File: src/rtl/clk_ratio_ctrl.sv
// clk_ratio_ctrl: clock-enable generator with boundary-aligned ratio updates and glitch-free start/stop
module clk_ratio_ctrl #(
    parameter int CNT_W         = 6,
    parameter int DEFAULT_RATIO = 5
) (
    input  logic             original_clock,
    input  logic             reset_in,
    input  logic             run_en,
    input  logic             cfg_valid,
    input  logic [CNT_W-1:0] cfg_ratio,
    output logic             cfg_ready,
    output logic             cfg_err,
    output logic             ce_1x,
    output logic             ce_slow,
    output logic             slow_phase,
    output logic [CNT_W-1:0] active_ratio,
    output logic             busy
);
    typedef enum logic [1:0] {STOP, RUN, DRAIN} state_t;
    localparam logic [CNT_W-1:0] ONE = CNT_W'(1);
    state_t state, state_next;
    logic [CNT_W-1:0] cnt, pend_ratio;
    logic t1x, t1x_next, running, stopping, boundary, accept, ratio_zero;
    assign running    = state != STOP;
    assign boundary   = running && cnt == active_ratio - ONE;
    assign cfg_ready  = !reset_in && !busy && state != DRAIN;
    assign accept     = cfg_valid && cfg_ready;
    assign ratio_zero = cfg_ratio == '0;
    assign stopping   = running && state_next == STOP;
    always_comb begin
        state_next = state;
        if (state == STOP)
            state_next = run_en ? RUN : STOP;
        else if (state == RUN)
            state_next = run_en ? RUN : DRAIN;
        else
            state_next = run_en ? RUN : (boundary && slow_phase) ? STOP : DRAIN;
        t1x_next = (running && !stopping) ? !t1x : 1'b0;
    end
    always_ff @(posedge original_clock) begin
        if (reset_in) begin
            state        <= STOP;
            cnt          <= '0;
            t1x          <= 1'b0;
            ce_1x        <= 1'b0;
            ce_slow      <= 1'b0;
            slow_phase   <= 1'b0;
            cfg_err      <= 1'b0;
            busy         <= 1'b0;
            pend_ratio   <= '0;
            active_ratio <= CNT_W'(DEFAULT_RATIO);
        end else begin
            state   <= state_next;
            t1x     <= t1x_next;
            ce_1x   <= t1x_next && !t1x;
            ce_slow <= boundary;
            cfg_err <= accept && ratio_zero;
            cnt     <= (!running || stopping || boundary) ? '0 : cnt + ONE;
            if (boundary)
                slow_phase <= !slow_phase;
            // pending ratio takes effect after this boundary's wrap under the old ratio
            if (boundary && busy) begin
                active_ratio <= pend_ratio;
                busy         <= 1'b0;
            end
            if (accept && !ratio_zero) begin
                if (!running)
                    active_ratio <= cfg_ratio;
                else begin
                    pend_ratio <= cfg_ratio;
                    busy       <= 1'b1;
                end
            end
        end
    end
endmodule

File: config.mk
export PLATFORM = sky130hd
export DESIGN_NAME = clk_ratio_ctrl
export DESIGN_NICKNAME = d
export VERILOG_FILES = /design/src/rtl/clk_ratio_ctrl.sv
export SDC_FILE = /design/constraint.sdc
export NUM_CORES = 1
export LEC_CHECK = 0
export CAP_MARGIN = 20
export CELL_PAD_IN_SITES_DETAIL_PLACEMENT = 0
export CELL_PAD_IN_SITES_GLOBAL_PLACEMENT = 1
export CORE_UTILIZATION = 41
export CTS_CLUSTER_DIAMETER = 80
export DETAILED_ROUTE_END_ITERATION = 12
export GPL_TIMING_DRIVEN = 0
export PLACE_DENSITY_LB_ADDON = 0.05
export SLEW_MARGIN = 20
export SYNTH_ARGS = -nofsm -noshare
export SYNTH_HDL_FRONTEND = slang
export SYNTH_SLANG_ARGS = --single-unit
File: constraint.sdc
create_clock -name original_clock -period 4.2 [get_ports original_clock]
set_input_delay 0.84 -clock original_clock [delete_from_list [all_inputs] [get_ports original_clock]]
set_output_delay 0.84 -clock original_clock [all_outputs]
set_load 0.01 [all_outputs]
# Word-level counts from Yosys, hierarchy flattened
# Cells that the tools add are included.
[word_totals]
output_inout_bits = 12
reg_bits = 26
input_bits = 10
elab_cells = 54
[classes]
n_eq_ne = 3
add_sub_neg = 2
n_mux = 13
n_reduce_logical = 26
[ops]
columns = ["cell", "n"]
rows = [
  ["$mux 6", 3],
  ["$logic_and 1x1->1", 11],
  ["$mux 2", 5],
  ["$logic_not 1->1", 7],
  ["$add 6x1->6 const B", 1],
  ["$eq 6x6->1", 1],
  ["$logic_not 6->1", 1],
  ["$sub 6x1->6 const B", 1],
  ["$mux 1", 5],
  ["$logic_not 2->1", 2],
  ["$eq 2x1->1 const B", 1],
  ["$logic_or 1x1->1", 2],
  ["$ne 2x2->1 const B", 1],
  ["$reduce_and 2->1", 1],
  ["$reduce_bool 2->1", 1],
  ["$reduce_or 2->1", 1],
]

# Depth between registers and ports, before layout
# Gate-level depths: netlist of the first run.
[depth]
ltp_word = 14
ltp_mapped = 7
mapped_depth_nobuf = 7

# Worst setup path before layout of the first run
# OpenSTA, ideal clock, no wires.
[synth_timing]
kind = "input-to-output"
start = "input reset_in"
end = "output cfg_ready"
arrival_time_ps = 1232
n_path_buf = 0
cell_stages = 2
path_slack_ps = 2128
required_ps = 3360
path_cell_list = "nor2_1 a21boi_1"
[synth_via]
elab_chain_cells = 3
[synth_lines]
columns = ["item", "line_no", "rtl"]
rows = [
  ["from (decl)", "7", "input logic reset_in,"],
  ["$logic_not 1->1", "26", "assign cfg_ready = !reset_in && !busy && state != DRAIN;"],
  ["$logic_and 1x1->1 (2 in a row)", "26", ""],
  ["to (decl)", "11", "output logic cfg_ready,"],
]
# Every way passes these cells.

# Final worst setup path of the first run
# Ends and elaborated chain as after synthesis.

==> qor.txt, run 1 <==
Status - completed
Skew final - 13.8 ps
Share of layout cells above drive strength 1 - 4.73%
WL final - 2740 µm
Vias - 1096
CP bufs+invs - 2
Sequential Power Share - 56.7%
Mapped Area - 1220 µm²
Clk Latency, worst-skew pair - 330 ps
Initial antenna violation count - 0
Delay-heaviest family, CP - buffers and inverters
Fmax - 0.321 GHz
Final Setup Violations - 0
HPWL Detailed - 2130 µm
Initial core utilization - 43.9%
Gate power share - 19.2%
WHS - 446 ps
Num Clock Sinks - 25
DR pass1 iterations - 4
# nets final - 182
Max FO, Critical Path - 5
CP Cell Sequence - clkdlybuf4s50_1 -> nor2_1 -> a21boi_1 -> clkdlybuf4s50_1
RSZ-0062 raised after global routing - no
Crit Path Category - in2out
# rows - 19
# diodes - 0
Vias in the first global route - 1083
Longest Clk Path Bufs - 2
Core Util, Final - 53.8%
Kind of end point of the critical path - primary output
Period Utilization, post-route - 74.2%
Synth top area share - 41.0%
Sequential area share after synthesis - 41.0%
Clock transition at the registers of the reported paths - 140 ps
Largest net degree at the start of global routing - 15
Clock Power Share - 24.1%
FILL cells - 273
Chip width - 56.6 µm
Seq cells post-synth - 25
IO Pins - 22
Slowest cell on the critical path - clkdlybuf4s50_1
Sw Share - 28.4%
CP arrival - 2280 ps
Avg Cell Area, Syn - 8.48 µm²
Distinct cell type count after synthesis - 34
Relative slew slack - 63.2%
Most used cell, CP - clkdlybuf4s50_1
HP Class - reg2reg
Mapped Cells - 144
Post CTS Setup Buffer Count - 0
Power Density - 302 nW/µm²
Post-synth net total - 156
Number of max-cap violations - 0
Ys Warns - 0
Port Buffers - 21
First-pass GRT wire length - 4680 µm
1st-iter DRT viols - 20
# hold bufs at CTS - 0
Post-DRT Antenna Nets - 0
Residual DRC - 0
Num CTS Buffers - 3
Die area - 3200 µm²
Largest cells by area after synthesis - dfxtp_1 (41%), nor2_1 (7.4%), mux2i_1 (4.9%)
Syn-to-layout area delta - 22.6%
Setup tns final - 0 ps
Post-CTS sizing - 0
Fin. max-slew vios - 0
Worst setup margin - 1080 ps
GP Congestion - 0.795
Tightest Pin Transition - 550 ps
Min Tclk post-route - 3120 ps
Place WS - 1090 ps
Core ar. - 2780 µm²
CTS tree - done
Gr usage total - 18.6%
CP required - 3360 ps
Crit-path max cell delay - 560 ps
Sw Pwr - 128 µW
Die height - 56.6 µm
VDD IR max - 0.000219 V
Final hold vios - 0
Synth area leader - dfxtp_1
Routed vias/inst - 5.48
H-tree depth - 1
Wire per inst - 13.7 µm
Startpoint Class - input port
LEAKAGE - 0.000546 µW
CTS root buf - clkbuf_4
Power Internal - 324 µW
Total gr overflow - 0
[synth_stat cells]
cell type  number
dfxtp_1        25
o211ai_1        4
o21ai_2         1
clkbuf_1        3
xor2_1          4
and3b_1         1
a2111oi_0       1
ha_1            2
and4bb_2        1
o21ai_1         3
a21oi_1         3
and4_1          1
nor2b_1         9
nand2_1         9
xnor2_1         6
o211ai_2        1
and3_1          2
nor4_1          2
mux2i_1         6
and2_1          1
o2111a_1        1
nand3_1         8
nor2_1         24
nand4_1         4
or2_1           1
nor3_1          4
o2111ai_1       1
a31oi_1         4
buf_6           1
inv_1           5
or3_1           2
a21boi_1        1
o21ai_0         2
a31o_1          1
[state kept, by name, indices dropped and copies added, names as in the netlist]
name	count
active_ratio	6
busy	1
ce_1x	1
ce_slow	1
cfg_err	1
cnt	6
pend_ratio	6
slow_phase	1
state	2
[power groups by stage]
stage          clock, µW  sequential [µW]  combinational [µW]
2_1_floorplan          0              262                48.3
6_report             109              256                86.8
4_1_cts              113              256                87.6
5_1_grt              122              258                94.9
3_5_place_dp           0              261                87.1
3_3_place_gp           0              261                86.3
[cell type report]
type                    count  area [µm²]  area share, %
multi-input cells         110         679           45.4
inverters                   5        18.8           1.25
well taps                  31        38.8           2.59
clock buffers               3        22.5           1.50
repair buffers             21         210           14.0
flip-flops and latches     25         500           33.4
plain buffers               4        22.5           1.50
clock inverters             1        5.00          0.334
[path summary, 6_finish.rpt]
check                                             endpoint                  startpoint  slack [ps]  cells after the start
worst max register to register  active_ratio[1]$_SDFF_PP0_  active_ratio[0]$_SDFF_PP1_        2050                      7
worst max-delay path                             cfg_ready                    reset_in        1080                      4
worst min-delay path                      ce_1x$_SDFF_PP0_            ce_1x$_SDFF_PP0_         450                      1
worst min register to register            ce_1x$_SDFF_PP0_            ce_1x$_SDFF_PP0_         450                      1
[cell families after synthesis]
logic type	share of synthesized area, %
AND/OR/NAND/NOR	28.3
flip-flops	41.0
multiplexers	4.92
adder cells (fa/ha/maj)	2.05
XOR/XNOR	7.17
buffers and inverters	3.38
AO/OA/AOI/OAI	13.2
[stage by stage]
step	total power [µW]	cell area (µm²)	instances
after floorplan	310	1220	144
after global placement	347	1470	196
after detailed placement	348	1470	196
after CTS	456	1500	200
after global routing	475	1500	200
final	452	1500	200
[placed cells by master, fill, tap and decap left out, drive strengths merged, types with 2 or more instances in the layout]
master,n
dfxtp,25
nor2,24
clkdlybuf4s50,21
nor2b,9
nand2,9
nand3,8
xnor2,6
mux2i,6
o21ai,6
clkbuf,6
inv,5
o211ai,5
a31oi,4
nor3,4
xor2,4
nand4,4
a21oi,3
or3,2
and3,2
nor4,2
ha,2
[metal layers]
metal  track usage [%]  wire length [µm]  up-vias
met1              24.5              1400      516
met3              2.07                63        4
met2              30.8              1250       16
li1                  -                 -      560
met4              7.67                34        0
met5                 0                 0        -
Power figures use the tool's default switching activity.
==> run 2: changes to the inputs <==
- CORE_UTILIZATION: 41 -> 34
- clock period: 4.2 -> 2.7 ns (I/O delays scaled with it)
==> run 2 against run 1 <==
Compared with the run above:
- routed wire length grew 2.2%
- highest routed layer unchanged
- critical path depth unchanged
- largest cell class unchanged
- sequential power rose by 55%
- worst hold slack got worse by 8.9 ps
- global-route usage decreased by 1.7 points
- clock power is 62% higher
- non-clock buffer count did not move
- final cell count is 7.5% higher
- setup slack got worse by 910 ps
- sequential share of layout area decreased by 0.47 points
- design area grew 1.4%
==> qor.txt, run 2 (synthesized netlist as in run 1, its figures left out) <==
Period Utilization, post-route - 93.5%
Initial core utilization - 36.0% (-7.9 points)
Sw Share - 28.9% (+0.56 points)
Vias in the first global route - 1050 (-3.0%)
HPWL Detailed - 2130 µm (-0.29%)
GP Congestion - 0.761 (-4.2%)
Min Tclk post-route - 2520 ps
Crit Path Category - in2out
Clk Latency, worst-skew pair - 330 ps (about the same)
Num CTS Buffers - 3 (unchanged)
Biggest regs - active_ratio: 6 flops, cnt: 6 flops, pend_ratio: 6 flops
Seq. cell area - 500 µm² (unchanged)
Largest net degree at the start of global routing - 16 (+1)
Dpl cell area - 1490 µm² (+1.3%)
Sw Pwr - 206 µW (+60%)
H-tree depth - 1 (unchanged)
HP Class - reg2reg
Design area - 1520 µm² (+1.4%)
Setup tns final - 0 ps (unchanged)
Clock transition at the registers of the reported paths - 150 ps (about the same)
IO Pins - 22 (unchanged)
Startpoint Class - input port
# diodes - 0 (unchanged)
Hold worst-path end - ce_1x$_SDFF_PP0_
Power Internal - 505 µW (+56%)
WHS Path Cells - 1 (unchanged)
Core ar. - 3390 µm² (+22%)
Vias - 1073 (-2.1%)
Initial antenna violation count - 0 (unchanged)
Commonest non-fill, non-tap cell in the layout - dfxtp_1
Fmax - 0.396 GHz
Hold Startpoint - ce_1x$_SDFF_PP0_
VDD IR max - 0.000210 V (-3.9%)
Share of layout cells above drive strength 1 - 4.73% (unchanged)
Reg2Reg Setup Slack - 540 ps (-1510 ps)
CTS root buf - clkbuf_4
Chip width - 61.9 µm (+9.5%)
Total gr overflow - 0 (unchanged)
LEAKAGE - 0.000543 µW (-0.69%)
Num Clock Sinks - 25 (unchanged)
Clock Power Share - 24.9% (+0.8 points)
Final hold vios - 0 (unchanged)
FILL cells - 361 (+32%)
1st-iter DRT viols - 48 (+140%)
Core Util, Final - 44.8% (-9.0 points)
CTS tree - done
Skew final - 10.8 ps (-3.02 ps)
Fin. max-slew vios - 0 (unchanged)
Tot Pwr - 710 µW (+57%)
WL final - 2800 µm (+2.2%)
CP arrival - 1980 ps (-300 ps)
Post CTS Setup Buffer Count - 0 (unchanged)
# hold bufs at CTS - 0 (unchanged)
DR pass1 iterations - 4 (unchanged)
Sequential Power Share - 56.1% (-0.6 points)
Post-DRT Antenna Nets - 0 (unchanged)
Multi-input logic area - 679 µm² (unchanged)
Die height - 61.9 µm (+9.5%)
RSZ-0062 raised after global routing - no
Longest Clk Path Bufs - 2 (unchanged)
Tightest Pin Transition - 577 ps (+27.4 ps)
# rows - 21 (+2)
Reg2reg end - active_ratio[3]$_SDFF_PP0_
Port Buffers - 21 (unchanged)
Syn-to-layout area delta - 24.4%
Gr usage total - 16.9% (-1.7 points)
# nets final - 182 (unchanged)
Relative slew slack - 61.3% (-1.8 points)
Worst Reg-to-Reg Cells - 7 (unchanged)
WHS - 437 ps (-8.86 ps)
Gate power share - 19.0% (-0.2 points)
First-pass GRT wire length - 4650 µm (-0.60%)
Wire per inst - 13.0 µm (-5.0%)
Status - completed
Final Setup Violations - 0 (unchanged)
CP required - 2160 ps (-1200 ps)
Max FO, Critical Path - 5 (unchanged)
Die area - 3840 µm² (+20%)
Most frequent cells in the layout - dfxtp_1 (25), nor2_1 (24), clkdlybuf4s50_1 (21)
Power Density - 467 nW/µm² (+55%)
Routed vias/inst - 4.99 (-8.9%)
Residual DRC - 0 (unchanged)
Kind of end point of the critical path - primary output
Post-CTS sizing - 0 (unchanged)
Worst R2R Start - active_ratio[0]$_SDFF_PP1_
Number of max-cap violations - 0 (unchanged)
-- run 2: cell types whose count changed in the layout (fill, tap and decap cells not counted), sizes merged --
cell      delta
clkinv       -1
clkinvlp     +1
-- run 2: critical path, stage by stage --
cell and delay, ps:
clkdlybuf4s50_1 480, nor2_1 170, a21boi_1 220, clkdlybuf4s50_1 570
-- run 2: per-stage QoR --
| step | setup WS [ps] | std cells |
|---|---|---|
| after global routing | 38.8 | 215 |
| after CTS | 166 | 215 |
| after detailed placement | 185 | 211 |
| after global placement | 179 | 211 |
| final | 176 | 215 |
| after floorplan | 753 | 144 |
-- run 2: worst max-delay path by stage --
stage	startpoint	to	slack [ps]
floorplan	active_ratio[0]$_SDFF_PP1_	cnt[1]$_SDFF_PP0_	750
global placement	reset_in	cfg_ready	180
detailed placement	reset_in	cfg_ready	190
CTS	reset_in	cfg_ready	170
global route	reset_in	cfg_ready	40
finish	reset_in	cfg_ready	180
-- run 2: area by class of cell --
type | instances | area share (%)
Sequential cell | 25 | 32.9
Timing Repair Buffer | 21 | 13.8
Clock inverter | 1 | 0.494
Inverter | 5 | 1.24
Clock buffer | 3 | 1.48
Multi-Input combinational cell | 110 | 44.7
Tap cell | 46 | 3.79
Buffer | 4 | 1.48
-- run 2: power groups by stage --
stage | registers [µW] | logic (µW) | clock network [µW]
after floorplan | 407 | 75.2 | 0
after global placement | 406 | 136 | 0
after detailed placement | 407 | 135 | 0
after CTS | 399 | 136 | 188
after global routing | 401 | 151 | 201
final | 398 | 135 | 177
-- run 2: per-layer routing --
metal / track usage [%] / part of all wire (%) / vias to the layer above
met4: 6.67 / 0.82 / 0
li1: - / - / 559
met2: 27.2 / 46 / 14
met3: 2.90 / 1.9 / 2
met5: 0 / 0 / -
met1: 22.5 / 52 / 498
==> RTL edit 1: new RTL, flow settings as in run 2 <==
Add an input register stage for `cfg_valid` and `cfg_ratio`, cleared by the reset; this delays them by one clock. The other inputs are not delayed to match.
--- a/src/rtl/clk_ratio_ctrl.sv
+++ b/src/rtl/clk_ratio_ctrl.sv
@@ -20,2 +20,16 @@
     localparam logic [CNT_W-1:0] ONE = CNT_W'(1);
+
+    logic cfg_valid_q;
+    logic [CNT_W-1:0] cfg_ratio_q;
+
+    always_ff @(posedge original_clock) begin
+        if (reset_in) begin
+            cfg_valid_q <= '0;
+            cfg_ratio_q <= '0;
+        end else begin
+            cfg_valid_q <= cfg_valid;
+            cfg_ratio_q <= cfg_ratio;
+        end
+    end
+
     state_t state, state_next;
@@ -26,4 +40,4 @@
     assign cfg_ready  = !reset_in && !busy && state != DRAIN;
-    assign accept     = cfg_valid && cfg_ready;
-    assign ratio_zero = cfg_ratio == '0;
+    assign accept     = cfg_valid_q && cfg_ready;
+    assign ratio_zero = cfg_ratio_q == '0;
     assign stopping   = running && state_next == STOP;
@@ -67,5 +81,5 @@
                 if (!running)
-                    active_ratio <= cfg_ratio;
+                    active_ratio <= cfg_ratio_q;
                 else begin
-                    pend_ratio <= cfg_ratio;
+                    pend_ratio <= cfg_ratio_q;
                     busy       <= 1'b1;
Formal check against the unedited RTL: not equivalent (Yosys sat finds a counterexample within 4 cycles, from zero or initial values and one cycle with reset_in high).
==> RTL edit 1 against run 2 <==
- sequential cell count increased by 7
- combinational power down 22%
- routed wire length shrank 1.4%
- sequential share of layout area increased by 3.8 points
- total power up 56%
- area after synthesis grew 10%
- cell area grew 15%
- worst setup slack improved by 7.0 ps
==> RTL edit 1: results (changes against run 2) <==
run status = completed
clk_skew = 3.11 ps (-7.70 ps)
fraction of layout cells with a size suffix above 1 = 6.18% (+1.4 points)
via/cell ratio = 4.96 (-0.52%)
First DRT Iteration DRCs = 42 (-13%)
VDD IR max = 0.337 mV (+61%)
total length of routed met3 wires = 133 um (+160%)
root buf cell = clkbuf_8
metal1 wirelength = 1260 um (-13%)
pin count of the biggest net entering global routing = 11 (-5)
sequential area share after synthesis = 47.5% (+6.5 points)
Synth area leaders = dfxtp_1 (47%), nor2_1 (5.8%), mux2i_1 (4.5%)
Pre-antenna DRT Iters = 4 (unchanged)
worst-margin pin slew = 682 ps (+104 ps)
H-tree Lvls = 2 (+1)
Static Leak = 0.000653 uW (+20%)
WL/cell = 12.2 um (-6.2%)
Clk Latency, worst-skew pair = 290 ps (-40 ps)
Max Fanout on Critical Path = 4 (-1)
area fraction in compound gates after synthesis = 12.3% (-0.88 points)
placed cells = 218 (+3.3%)
post-synth net total = 161 (+3.2%)
Layout Cells excl Fill = 226 (+5.1%)
Synth top cells by count = dfxtp_1 (32), nor2_1 (21), nor2b_1 (9)
Synth Area in XOR/XNOR = 6.49% (-0.68 points)
TritonCTS buffer count = 5 (+2)
Yosys cell types = 32 (-5.9%)
post-synthesis adder-cell area fraction = 1.86% (-0.19 points)
first-pass GRT wire length = 4910 um (+5.5%)
fin nets = 189 (+3.8%)
Fill cells = 394 (+9.1%)
Switching Fraction = 22.1% (-6.9 points)
CTS clk-pin slew, worst paths = 60 ps (-90 ps)
Final Wtd Congestion = 0.731 (-4.0%)
GRT Total Usage = 15.6% (-1.3 points)
## RTL edit 1: kinds of logic (layout without fill, tap and decap cells)
logic type                 after synthesis  count (layout)
AOI/OAI and AO/OA                       24              24
xor gates and xnor gates                10              10
adders and majority gates                2               2
buffers and inverters                   10              39
DFF                                     32              32
muxes                                    6               6
and+or+nand+nor                         65              65
## RTL edit 1: stage by stage
step	worst slack, ps	util (%)	instance area (sq um)
after CTS	121	46.6	1750
after floorplan	753	-	1350
after detailed placement	140	43.2	1620
final	183	46.6	1750
after global placement	106	43.2	1620
after global routing	39.2	46.6	1750
## RTL edit 1: power groups by stage
| stage | sequential [uW] | clock, uW | combinational [uW] |
|---|---|---|---|
| finish | 502 | 502 | 105 |
| global route | 504 | 535 | 117 |
| CTS | 502 | 509 | 106 |
| detailed placement | 513 | 0 | 106 |
| global placement | 512 | 0 | 105 |
| floorplan | 512 | 0 | 60.2 |
## RTL edit 1: layout make-up
| type | count | area share (%) |
|---|---|---|
| Inverter | 5 | 1.08 |
| Clock buffer | 7 | 5.52 |
| Sequential cell | 32 | 36.7 |
| Clock inverter | 1 | 1.72 |
| Buffer | 5 | 1.51 |
| Tap cell | 48 | 3.44 |
| Timing Repair Buffer | 21 | 12.0 |
| Multi-Input combinational cell | 107 | 38.0 |
## RTL edit 1: final timing paths
path | slack, ps | depth (start not counted) | to | startpoint
max | 180 | 4 | cfg_ready | reset_in
min | 430 | 1 | ce_1x | ce_1x
max reg2reg | 610 | 7 | active_ratio[2] | active_ratio[0]
min reg2reg | 430 | 1 | ce_1x | ce_1x
## RTL edit 1: per-layer routing
| metal | GRT usage [%] | vias up |
|---|---|---|
| li1 | - | 583 |
| met1 | 17.1 | 507 |
| met5 | 0 | - |
| met2 | 25.9 | 24 |
| met3 | 5.81 | 8 |
| met4 | 8.33 | 0 |
## RTL edit 1: worst register-to-register path, stage by stage (launching register included)
cell and delay (ps):
dfxtp_1 450, inv_1 80, ha_1 320, xnor2_1 130, nor3_1 320, o2111ai_1 310
o21ai_0 230, a31oi_1 100
==> RTL edit 2: new RTL, config.mk and constraints of run 2 <==
Made on the original files. `CNT_W`: 6 -> 8.
--- a/src/rtl/clk_ratio_ctrl.sv
+++ b/src/rtl/clk_ratio_ctrl.sv
@@ -2,3 +2,3 @@
 module clk_ratio_ctrl #(
-    parameter int CNT_W         = 6,
+    parameter int CNT_W         = 8,
     parameter int DEFAULT_RATIO = 5
Interface: changed (resized active_ratio and cfg_ratio); port bits go from 22 to 26. No check against the original RTL was run, so the function may have changed too.
==> RTL edit 2 against run 2 <==
- sequential share of layout area down 1.1 points
- routed wire length up 26%
- total power up 57%
- clock power rose to 2.6 times the old value
- sequential cell count up 6
- register-to-register slack worse by 380 ps
- worst setup slack worse by 13 ps
- clock skew down 5.2 ps
- non-clock buffer count up 7
- synthesized cell count up 21%
- area after synthesis up 25%
- cell area up 28%
==> RTL edit 2: results (changes against run 2) <==
run status = completed
Port Buffers = 24 (+14%)
Reg2Reg Depth = 10 (+3)
met3 usage = 4.09% (+1.2 points)
GRT Total Usage = 16.2% (-0.70 points)
root buf cell = clkbuf_8
CP arrival = 2690 ps (+710 ps)
vias in the first global route = 1254 (+19%)
Clk Latency, worst-skew pair = 280 ps (-50 ps)
Crit path max-delay family = compound AO/OA/AOI/OAI gates
area post-placement = 1830 sq um (+23%)
Synth area leaders = dfxtp_1 (41%), nor2_1 (5.4%), mux2i_1 (5.2%)
GR Util met1 = 20.5% (-2.1 points)
hpwl dp = 2710 um (+27%)
setup slack at placement = 18.7 ps (-167 ps)
Slowest-stage cell, CP = dfxtp_1
multiplexer share of the synthesized area = 5.24% (+0.32 points)
Yosys cell types = 38 (+12%)
fin nets = 219 (+20%)
WL/cell = 13.7 um (+5.3%)
top flop regs = active_ratio: 8 flops, cnt: 8 flops, pend_ratio: 8 flops
Final Wtd Congestion = 0.763 (+0.21%)
Static Leak = 0.000729 uW (+34%)
worst-margin pin slew = 518 ps (-59.5 ps)
Synth Area in XOR/XNOR = 9.17% (+2.0 points)
area fraction in compound gates after synthesis = 14.1% (+0.87 points)
CTS clk-pin slew, worst paths = 70 ps (-80 ps)
pin count of the biggest net entering global routing = 12 (-4)
fraction of layout cells with a size suffix above 1 = 9.71% (+5.0 points)
WHS Endpoint = ce_1x
worst reg2reg path endpoint = active_ratio[6]
H-tree Lvls = 2 (+1)
Synth top cells by count = dfxtp_1 (31), nor2_1 (22), nand2_1 (20)
post-synthesis adder-cell area fraction = 1.64% (-0.41 points)
hold slack = 442 ps (+4.47 ps)
GRT met2 Usage = 26.1% (-1.1 points)
sequential area share after synthesis = 40.6% (-0.36 points)
post-synth net total = 188 (+21%)
TritonCTS buffer count = 5 (+2)
Worst R2R Setup Slack = 160 ps (-380 ps)
VDD IR max = 0.306 mV (+46%)
via/cell ratio = 5.19 (+4.1%)
Max Fanout on Critical Path = 8 (+3)
First DRT Iteration DRCs = 39 (-19%)
Pre-antenna DRT Iters = 4 (unchanged)
first-pass GRT wire length = 6110 um (+31%)
FF-to-FF Start = active_ratio[0]
critical path's largest stage delay = 510 ps (-60 ps)
RTL edit 2: changes by cell type in the layout (fill, tap and decap cells not counted), moves of 4 or more:
cell	before	now
dfxtp_1	25	31
o221ai_1	0	6
xor2_1	4	8
inv_1	5	11
clkbuf_8	0	5
nand2_1	9	20
nor2b_1	9	0
o211ai_1	4	0
RTL edit 2: cell families (layout without fill, tap and decap cells):
logic type,after synthesis,in the layout
compound gates,25,25
xor+xnor,16,16
fa+ha+maj,2,2
buf+inv,19,51
flops,31,31
mux,8,8
simple gates,73,73
RTL edit 2: layer usage:
layer,vias up,share of wire (%),wire [um]
met5,-,0,0
met4,0,2.2,77
met3,8,4.4,154
met2,34,47,1650
met1,628,47,1660
li1,670,-,-
RTL edit 2: worst max path at each step:
stage / from / end / slack (ps) / cells past startpoint
2_1_floorplan: active_ratio[0] / active_ratio[2] / 410 / 10
3_3_place_gp: active_ratio[0] / active_ratio[0] / 70 / 10
3_5_place_dp: active_ratio[0] / active_ratio[0] / 20 / 10
4_1_cts: active_ratio[0] / active_ratio[0] / 4 / 10
5_1_grt: active_ratio[0] / active_ratio[6] / -0.6 / 10
6_report: active_ratio[0] / active_ratio[6] / 160 / 10
RTL edit 2: metrics by stage:
step           utilization [%]  instances
2_1_floorplan                -        174
3_3_place_gp              42.4        250
3_5_place_dp              42.4        250
4_1_cts                   45.0        258
5_1_grt                   45.1        258
6_report                  45.1        258
RTL edit 2: area by class of cell:
cell class                 instances  area (sq um)
buffer                             7          43.8
clock buffer                       5          68.8
clock inverter                     3          43.8
fill                             466          2370
inverter                          11          41.3
multi-input combinational        124           818
sequential                        31           621
tap                               52          65.1
timing repair buffer              25           248
RTL edit 2: report_power, final:
group          internal (uW)  switching [uW]  total, uW
Combinational           82.5            76.8        159
Clock                    274             180        454
Sequential               475            23.6        499
